<file path="src/rtl/seg_pkg.sv">
// Shared 7-segment decode table, segment bit indices and per-slot scan states.
// SEG bit order is a..g on bits 0..6.
package seg_pkg;

    localparam int SEG_A = 0;
    localparam int SEG_B = 1;
    localparam int SEG_C = 2;
    localparam int SEG_D = 3;
    localparam int SEG_E = 4;
    localparam int SEG_F = 5;
    localparam int SEG_G = 6;

    typedef enum logic {
        BLANK = 1'b0,
        ON    = 1'b1
    } scan_state_t;

    function automatic logic [6:0] hex_to_seg(input logic [3:0] nib);
        logic [6:0] seg;
        case (nib)
            4'h0:    seg = 7'h3F;
            4'h1:    seg = 7'h06;
            4'h2:    seg = 7'h5B;
            4'h3:    seg = 7'h4F;
            4'h4:    seg = 7'h66;
            4'h5:    seg = 7'h6D;
            4'h6:    seg = 7'h7D;
            4'h7:    seg = 7'h07;
            4'h8:    seg = 7'h7F;
            4'h9:    seg = 7'h6F;
            4'hA:    seg = 7'h77;
            4'hB:    seg = 7'h7C;
            4'hC:    seg = 7'h39;
            4'hD:    seg = 7'h5E;
            4'hE:    seg = 7'h79;
            default: seg = 7'h71;
        endcase
        return seg;
    endfunction

endpackage

</file>
<file path="src/rtl/seg_scan_timer.sv">
// Purpose: per-digit slot timer, BLANK_CYCLES blanked then PRESCALE-BLANK_CYCLES lit.
// Latency: on_start/slot_end are combinational strobes in the cycle before the state changes.
// Backpressure: none, free-running once out of reset.
module seg_scan_timer #(
    parameter int PRESCALE     = 12000,
    parameter int BLANK_CYCLES = 16
) (
    input  logic core_clk,
    input  logic srst_n,
    output logic slot_end,
    output logic on_start
);
    import seg_pkg::*;

    localparam int CNT_W = $clog2(PRESCALE);
    localparam logic [CNT_W-1:0] CNT_LAST   = CNT_W'(PRESCALE - 1);
    localparam logic [CNT_W-1:0] BLANK_LAST = CNT_W'(BLANK_CYCLES - 1);

    scan_state_t      state, state_nxt;
    logic [CNT_W-1:0] cnt, cnt_nxt;

    always_ff @(posedge core_clk) begin
        if (!srst_n) begin
            state <= BLANK;
            cnt   <= '0;
        end else begin
            state <= state_nxt;
            cnt   <= cnt_nxt;
        end
    end

    always_comb begin
        state_nxt = state;
        cnt_nxt   = cnt + 1'b1;
        slot_end  = 1'b0;
        on_start  = 1'b0;
        case (state)
            BLANK: begin
                if (cnt == BLANK_LAST) begin
                    on_start  = 1'b1;
                    state_nxt = ON;
                end
            end
            ON: begin
                if (cnt == CNT_LAST) begin
                    slot_end  = 1'b1;
                    state_nxt = BLANK;
                    cnt_nxt   = '0;
                end
            end
            default: begin
                state_nxt = BLANK;
                cnt_nxt   = '0;
            end
        endcase
    end

endmodule

</file>
<file path="src/rtl/seg_scan_driver.sv">
// Purpose: double-buffered, blank-gapped scan driver for a multiplexed 7-segment display; LEADING_ZERO_BLANK_EN blanks leading zero digits.
// Latency: registered outputs; a load is displayed from the next frame start (at most NUM_DIGITS*PRESCALE+BLANK_CYCLES cycles).
// Backpressure: none, load is always accepted and the newest value wins.
module seg_scan_driver #(
    parameter int NUM_DIGITS    = 2,
    parameter int PRESCALE      = 12000,
    parameter int BLANK_CYCLES  = 16,
    parameter int SEG_ACT_LOW   = 0,
    parameter int DIGIT_ACT_LOW = 0
) (
    input  logic                    CLK,
    input  logic                    RESETN,
    input  logic [4*NUM_DIGITS-1:0] hex_in,
    input  logic                    load,
    output logic [6:0]              SEG,
    output logic [NUM_DIGITS-1:0]   DIGIT,
    output logic                    frame_tick
);
    import seg_pkg::*;

    localparam int IDX_W = (NUM_DIGITS > 1) ? $clog2(NUM_DIGITS) : 1;
    localparam logic [IDX_W-1:0]      IDX_LAST  = IDX_W'(NUM_DIGITS - 1);
    localparam logic [6:0]            SEG_INV   = (SEG_ACT_LOW != 0) ? 7'h7F : 7'h00;
    localparam logic [NUM_DIGITS-1:0] DIGIT_INV = (DIGIT_ACT_LOW != 0) ? {NUM_DIGITS{1'b1}}
                                                                       : {NUM_DIGITS{1'b0}};

    logic                    slot_end;
    logic                    on_start;
    logic                    wrap;
    logic [IDX_W-1:0]        idx;
    logic [4*NUM_DIGITS-1:0] shadow;
    logic [4*NUM_DIGITS-1:0] pending;
    logic                    pend_flag;
    logic [3:0]              cur_nib;
    logic                    lz_blank;
    logic [6:0]              seg_on;
    logic [NUM_DIGITS-1:0]   digit_on;

    seg_scan_timer #(
        .PRESCALE    (PRESCALE),
        .BLANK_CYCLES(BLANK_CYCLES)
    ) u_timer (
        .core_clk(CLK),
        .srst_n  (RESETN),
        .slot_end(slot_end),
        .on_start(on_start)
    );

    // Last ON cycle of the last digit: the only point where shadow may change.
    assign wrap = slot_end && (idx == IDX_LAST);

    always_comb begin
        cur_nib     = shadow[4*idx +: 4];
        digit_on    = '0;
        digit_on[idx] = 1'b1;
`ifdef LEADING_ZERO_BLANK_EN
        lz_blank    = (idx != '0) && ((shadow >> (4*idx)) == '0);
`else
        lz_blank    = 1'b0;
`endif
        seg_on      = lz_blank ? 7'h00 : hex_to_seg(cur_nib);
    end

    always_ff @(posedge CLK) begin
        if (!RESETN) begin
            idx        <= '0;
            shadow     <= '0;
            pending    <= '0;
            pend_flag  <= 1'b0;
            frame_tick <= 1'b0;
            SEG        <= SEG_INV;
            DIGIT      <= DIGIT_INV;
        end else begin
            frame_tick <= wrap;

            if (slot_end) begin
                idx <= wrap ? '0 : idx + 1'b1;
            end

            if (load) begin
                pending <= hex_in;
            end

            // A load landing on the wrap bypasses pending so the newest value is shown at once.
            if (wrap && load) begin
                shadow    <= hex_in;
                pend_flag <= 1'b0;
            end else if (wrap && pend_flag) begin
                shadow    <= pending;
                pend_flag <= 1'b0;
            end else if (load) begin
                pend_flag <= 1'b1;
            end

            if (on_start) begin
                SEG   <= seg_on ^ SEG_INV;
                DIGIT <= digit_on ^ DIGIT_INV;
            end else if (slot_end) begin
                SEG   <= SEG_INV;
                DIGIT <= DIGIT_INV;
            end
        end
    end

endmodule

</file>
<file path="config.mk">
export PLATFORM = sky130hd
export DESIGN_NAME = seg_scan_driver
export DESIGN_NICKNAME = d
export VERILOG_FILES = /design/src/rtl/seg_pkg.sv /design/src/rtl/seg_scan_timer.sv /design/src/rtl/seg_scan_driver.sv
export SDC_FILE = /design/constraint.sdc
export NUM_CORES = 1
export LEC_CHECK = 0
export ABC_AREA = 1
export CORE_MARGIN = 2
export CORE_UTILIZATION = 56
export CTS_CLUSTER_SIZE = 25
export DETAILED_ROUTE_END_ITERATION = 10
export PLACE_DENSITY = 0.89
export REMOVE_ABC_BUFFERS = 1
export SKIP_CTS_REPAIR_TIMING = 1
export SLEW_MARGIN = 20
export SYNTH_ARGS = -nofsm -noshare
export SYNTH_HDL_FRONTEND = slang
export SYNTH_SLANG_ARGS = --single-unit
</file>
<file path="constraint.sdc">
create_clock -name CLK -period 4 [get_ports CLK]
set_input_delay 0.6 -clock CLK [delete_from_list [all_inputs] [get_ports CLK]]
set_output_delay 0.6 -clock CLK [all_outputs]
set_load 0.01 [all_outputs]
</file>
==> results.tsv, run 1 <==
metric	value	unit
status	complete, no violations	
hold_viol	0	
netlist_instances	314	
instances_no_fill	381	
grt_antenna_before_repair	0	
met3_length	168	um
finalNetCount	350	
post-place-ws	1.76	ns
rsz0062_at_grt	no	
cts_buffer_depth	2	
drt-initial-drc-count	67	
grt_first_pass_wirelength	6950	um
max_freq	472	MHz
route.met2.wl	1790	um
synth-seq-area-share	0.401	
place_congestion	0.875	
grt_usage	0.207	
multiInputGateArea	0.00106	mm^2
ant_nets	0	
power.density	308	mW/mm^2
htree_levels	2	
clockRootBuffer	clkbuf_8	
ys_ff_latch	43	
max_slew_margin	0.517	
setup_viol	0	
cp_cell_sequence	o21ai_0, inv_1, ha_1, nand2_1, nand2_1, o21ai_0, nand2_1, a21oi_1	
cts_buffers	5	
clkTransAtPathRegs	0.08	ns
synth_edf_count	0	
cp-end-kind	register	
cts.sinks	43	
wirelength	3910	um
synth_top_area_frac	0.401	
vdd_drop_max	0.252	mV
cp_slowest_cell	o21ai_0	
wl_per_cell	10.3	um
drc	0	
core	0.00366	mm^2
fp-row-count	22	
placedCellCount	374	
start_util	0.586	
grt_pass1_vias	1672	
synthTopCellsByArea	dfxtp_1 (40%), nand2_1 (14%), nor2_1 (8.7%)	
synth.distinct_cells	29	
die_width	65.9	um
antennaDiodeCount	0	
postSynthAreaPerCell	6.83	um^2
syn_to_final_growth	13.8	%
firstDrtPassIters	4	
crit_family	compound AO/OA/AOI/OAI gates	
vias	1859	
io_buffers	20	
tightest_slew	0.717	ns
cp.arrival	2.34	ns
dp_hpwl	2810	um
min_period_over_period	0.530	
power.leakage	1.09	nW
wirelength_met1	1890	um
die-height	65.9	um
postLayoutSetupSlackWorst	1.88	ns
cp_common_cell	nand2_1	
min_path_type	register to register	
path_class	register to register	
grt-ovfl-total	0	
cts_tree	built	
vias_per_cell	4.88	
regArea	861	um^2
cp.buffers_inverters	1	
ios	21	
ys_async_sr_fraction	0	
yosysWarnings	0	
cp_slowest_stage_delay	0.65	ns
final.setup.tns	0	ns
top_layer	met4	
grt_max_degree	21	
maxSlewViolCount	0	
cp_max_fo	14	
die_area	0.00434	mm^2
crit_required	4.22	ns
synth.most_common_cell	nand2_1	
cap_violations	0	
synth_top_area_cell	dfxtp_1	
drive_gt1_frac	0.0571	
syn_area	0.00215	mm^2
synth_flop_cell	dfxtp_1	
startpoint_type	register	
clock_latency	0.30	ns
period_minus_slack	2.12	ns
fin_skew	0.00348	ns
fillers	329	
netlist_top_cells_count	nand2_1 (81), nor2_1 (50), inv_1 (44), dfxtp_1 (43), a21oi_1 (24)	
==> metrics by stage <==
stage | hold WS [ns] | util | total power [mW] | cell area [um^2]
after CTS | 0.453 | 0.667 | 0.762 | 2440
after global placement | 0.429 | 0.643 | 0.487 | 2350
final | 0.447 | 0.667 | 0.752 | 2440
after detailed placement | 0.435 | 0.643 | 0.487 | 2350
after floorplan | 0.418 | - | 0.469 | 2090
after global routing | 0.489 | 0.667 | 0.782 | 2440
==> cells by family (layout without fill, tap and decap cells) <==
kind of cell / after synthesis / in the layout / share of synthesized area
and+or+nand+nor: 161 / 161 / 0.327
buffers and inverters: 53 / 72 / 0.103
AOI/OAI and AO/OA: 46 / 46 / 0.114
DFF: 43 / 43 / 0.401
adders and majority gates: 6 / 6 / 0.0350
xor gates and xnor gates: 5 / 5 / 0.0204
==> flip-flops by register name (all words and copies together) (netlist names) <==
signal,flops
DIGIT,2
shadow,8
idx,1
pend_flag,1
frame_tick,1
pending,8
SEG,7
u_timer.state,1
u_timer.cnt,14
==> final timing paths <==
kind                  startpoint              to  slack, ns  cells past startpoint
setup / recovery             idx          SEG[3]       1.88                      8
hold / removal    u_timer.cnt[0]  u_timer.cnt[0]       0.45                      1
setup reg to reg             idx          SEG[3]       1.88                      8
hold reg to reg   u_timer.cnt[0]  u_timer.cnt[0]       0.45                      1
==> cell usage in the layout (no fill, tap or decap), drive strengths merged, types with 4 or more instances in the layout <==
| cell type | count |
|---|---|
| nand2 | 84 |
| dfxtp | 43 |
| ha | 6 |
| nor3 | 4 |
| clkbuf | 6 |
| nor2 | 53 |
| inv | 45 |
| xor2 | 5 |
| o21ai | 18 |
| clkdlybuf4s50 | 20 |
| a21oi | 24 |
| nand3 | 15 |
==> power by group <==
part	total (mW)	internal, mW	switching (mW)
clock network	0.274	0.135	0.139
logic	0.0396	0.0169	0.0227
registers	0.438	0.435	0.00274
total	0.752	0.588	0.164
==> worst reg2reg max path: cells and delay by family (launching register included) <==
family	cells	cell delay, ns
adder cells (fa/ha/maj)	1	0.29
buffers and inverters	1	0.15
flip-flops	1	0.46
AND/OR/NAND/NOR	3	0.21
AO/OA/AOI/OAI	3	0.94
==> cell type report <==
| cell class | instances | area share |
|---|---|---|
| Clock buffer | 6 | 0.0338 |
| Clock inverter | 1 | 0.00205 |
| Timing Repair Buffer | 20 | 0.0820 |
| Inverter | 45 | 0.0692 |
| Tap cell | 48 | 0.0246 |
| Multi-Input combinational cell | 218 | 0.436 |
| Sequential cell | 43 | 0.353 |
==> metal layers <==
layer | vias to the layer above | track usage
met4 | 0 | 0.0885
li1 | 1010 | -
met1 | 810 | 0.248
met5 | - | 0
met3 | 7 | 0.0579
met2 | 32 | 0.343
No activity file was read; power rests on OpenSTA's default activity.
==> run 2, diff against run 1 <==
clock period = 2.2 ns   (was 4 ns; I/O delays follow)
==> run 2 against run 1 <==
  * Core utilization rose by 1.9 points
  * Non-clock buffer count increased by 7
  * Register-to-register slack worse by 1.4 ns
  * Global-route usage decreased by 0.13 points
  * First-iteration DRC count up 1.5%
  * Final area rose by 2.8%
  * Flip-flop and latch count did not move
  * Final cell count rose by 2.1%
  * Sequential share of layout area shrank 0.97 points
  * Combinational power is 91% higher
  * Critical path type unchanged
==> results.tsv, run 2 (synthesis gave the netlist of run 1 again) <==
metric	value	unit
crit_required	2.36	ns
hold_viol	0	
drc	0	
fin_skew	0.00708	ns
tightest_slew	0.564	ns
ios	21	
grt_pass1_vias	1691	
clockPowerShare	0.382	
grt_first_pass_wirelength	7000	um
combPwrFrac	0.053	
top_regs	u_timer.cnt: 14 flops, pending: 8 flops, shadow: 8 flops	
die-height	65.9	um
cts_buffer_depth	2	
power.switching	0.299	mW
reg2reg_from	u_timer.cnt[0]	
io_buffers	20	
max_slew_margin	0.621	
final.setup.tns	0	ns
maxSlewViolCount	0	
cap_violations	0	
htree_levels	2	
grt_usage	0.205	
max_freq	575	MHz
layout_common_cells	nand2_1 (81), nor2_1 (50), inv_1 (44)	
syn_to_final_growth	17.0	%
vdd_drop_max	0.382	mV
ant_nets	0	
cts_buffers	5	
cp.arrival	1.90	ns
die_area	0.00434	mm^2
vias	1886	
internal-power	1.11	mW
path_class	register to register	
drive_gt1_frac	0.0792	
fp-row-count	22	
wirelength	3910	um
cts_tree	built	
grtUsageMet1	0.269	
grt_antenna_before_repair	0	
antennaDiodeCount	0	
period_minus_slack	1.74	ns
finalPower	1.41	mW
min-delay-start	SEG[5]	
grt.met2_usage	0.332	
cp_slowest_cell	dfxtp_1	
startpoint_type	register	
post-place-ws	0.466	ns
hold_slack	0.466	ns
regMostFlops	u_timer.cnt	
fillers	318	
postLayoutSetupSlackWorst	0.461	ns
cp_cell_sequence	ha_1, nand2_2, nor2_8, nand2_2, nor2_4, nand2_1, nand2_1, nor2_1	
startpoint	u_timer.cnt[0]	
cp_slowest_stage_delay	0.37	ns
multiInputGateArea	0.00106	mm^2
start_util	0.586	
grt-ovfl-total	0	
cp_max_fo	11	
place_congestion	0.891	
min_period_over_period	0.791	
placedCellCount	381	
drt-initial-drc-count	68	
layout_commonest_cell	nand2_1	
grt_util_met3	0.0392	
core	0.00366	mm^2
power.leakage	1.13	nW
min_path_type	register to register	
instances_no_fill	389	
cp-end-kind	register	
regArea	861	um^2
clkTransAtPathRegs	0.08	ns
status	complete, no violations	
power.density	562	mW/mm^2
seqPwrFrac	0.565	
wl_per_cell	10.1	um
clockRootBuffer	clkbuf_8	
finalNetCount	357	
vias_per_cell	4.85	
grt_max_degree	17	
top_usage_layer	met2	
die_width	65.9	um
clock_latency	0.29	ns
rsz0062_at_grt	no	
largest_register_ff_count	14	
cts.sinks	43	
firstDrtPassIters	4	
setup_viol	0	
switching_share	0.212	
dp_hpwl	2970	um
-- run 2: cell count changes in the layout (fill, tap and decap cells not counted), sizes merged --
cell      previous run  this run
clkbuf               6         7
clkinvlp             0         1
buf                  0         7
clkinv               1         0
-- run 2: critical path, delay by kind of cell, from the launching register on --
family | cells | cell delay (ns)
and+or+nand+nor | 7 | 1.03
adders and majority gates | 1 | 0.20
DFF | 1 | 0.37
-- run 2: final timing paths --
kind / cells past startpoint / slack, ns / to
hold / removal: 2 / 0.47 / SEG[5]
hold reg to reg: 2 / 0.47 / SEG[5]
setup reg to reg: 8 / 0.46 / u_timer.cnt[10]
setup / recovery: 8 / 0.46 / u_timer.cnt[10]
-- run 2: final cells by class --
class	instances	share of cell area
Multi-Input combinational cell	218	0.424
Sequential cell	43	0.343
Timing Repair Buffer	27	0.101
Inverter	45	0.0673
Clock buffer	7	0.0384
Tap cell	48	0.0239
Clock inverter	1	0.00299
-- run 2: per-layer routing --
layer	part of all wire	vias up	wire (um)
met2	0.45	33	1740
li1	-	1026	-
met5	0	-	0
met1	0.49	820	1930
met4	0.016	0	64
met3	0.045	7	176
-- run 2: through the flow --
step | util | cell area [um^2]
detailed placement | 0.657 | 2410
finish | 0.686 | 2510
CTS | 0.686 | 2510
global placement | 0.657 | 2410
global route | 0.686 | 2510
floorplan | - | 2090
-- run 2: power by group through the flow --
stage	Combinational, mW	Clock (mW)	Sequential, mW
detailed placement	0.0750	0	0.815
finish	0.0755	0.538	0.797
floorplan	0.0392	0	0.814
global route	0.0871	0.574	0.798
CTS	0.0759	0.553	0.797
global placement	0.0733	0	0.815
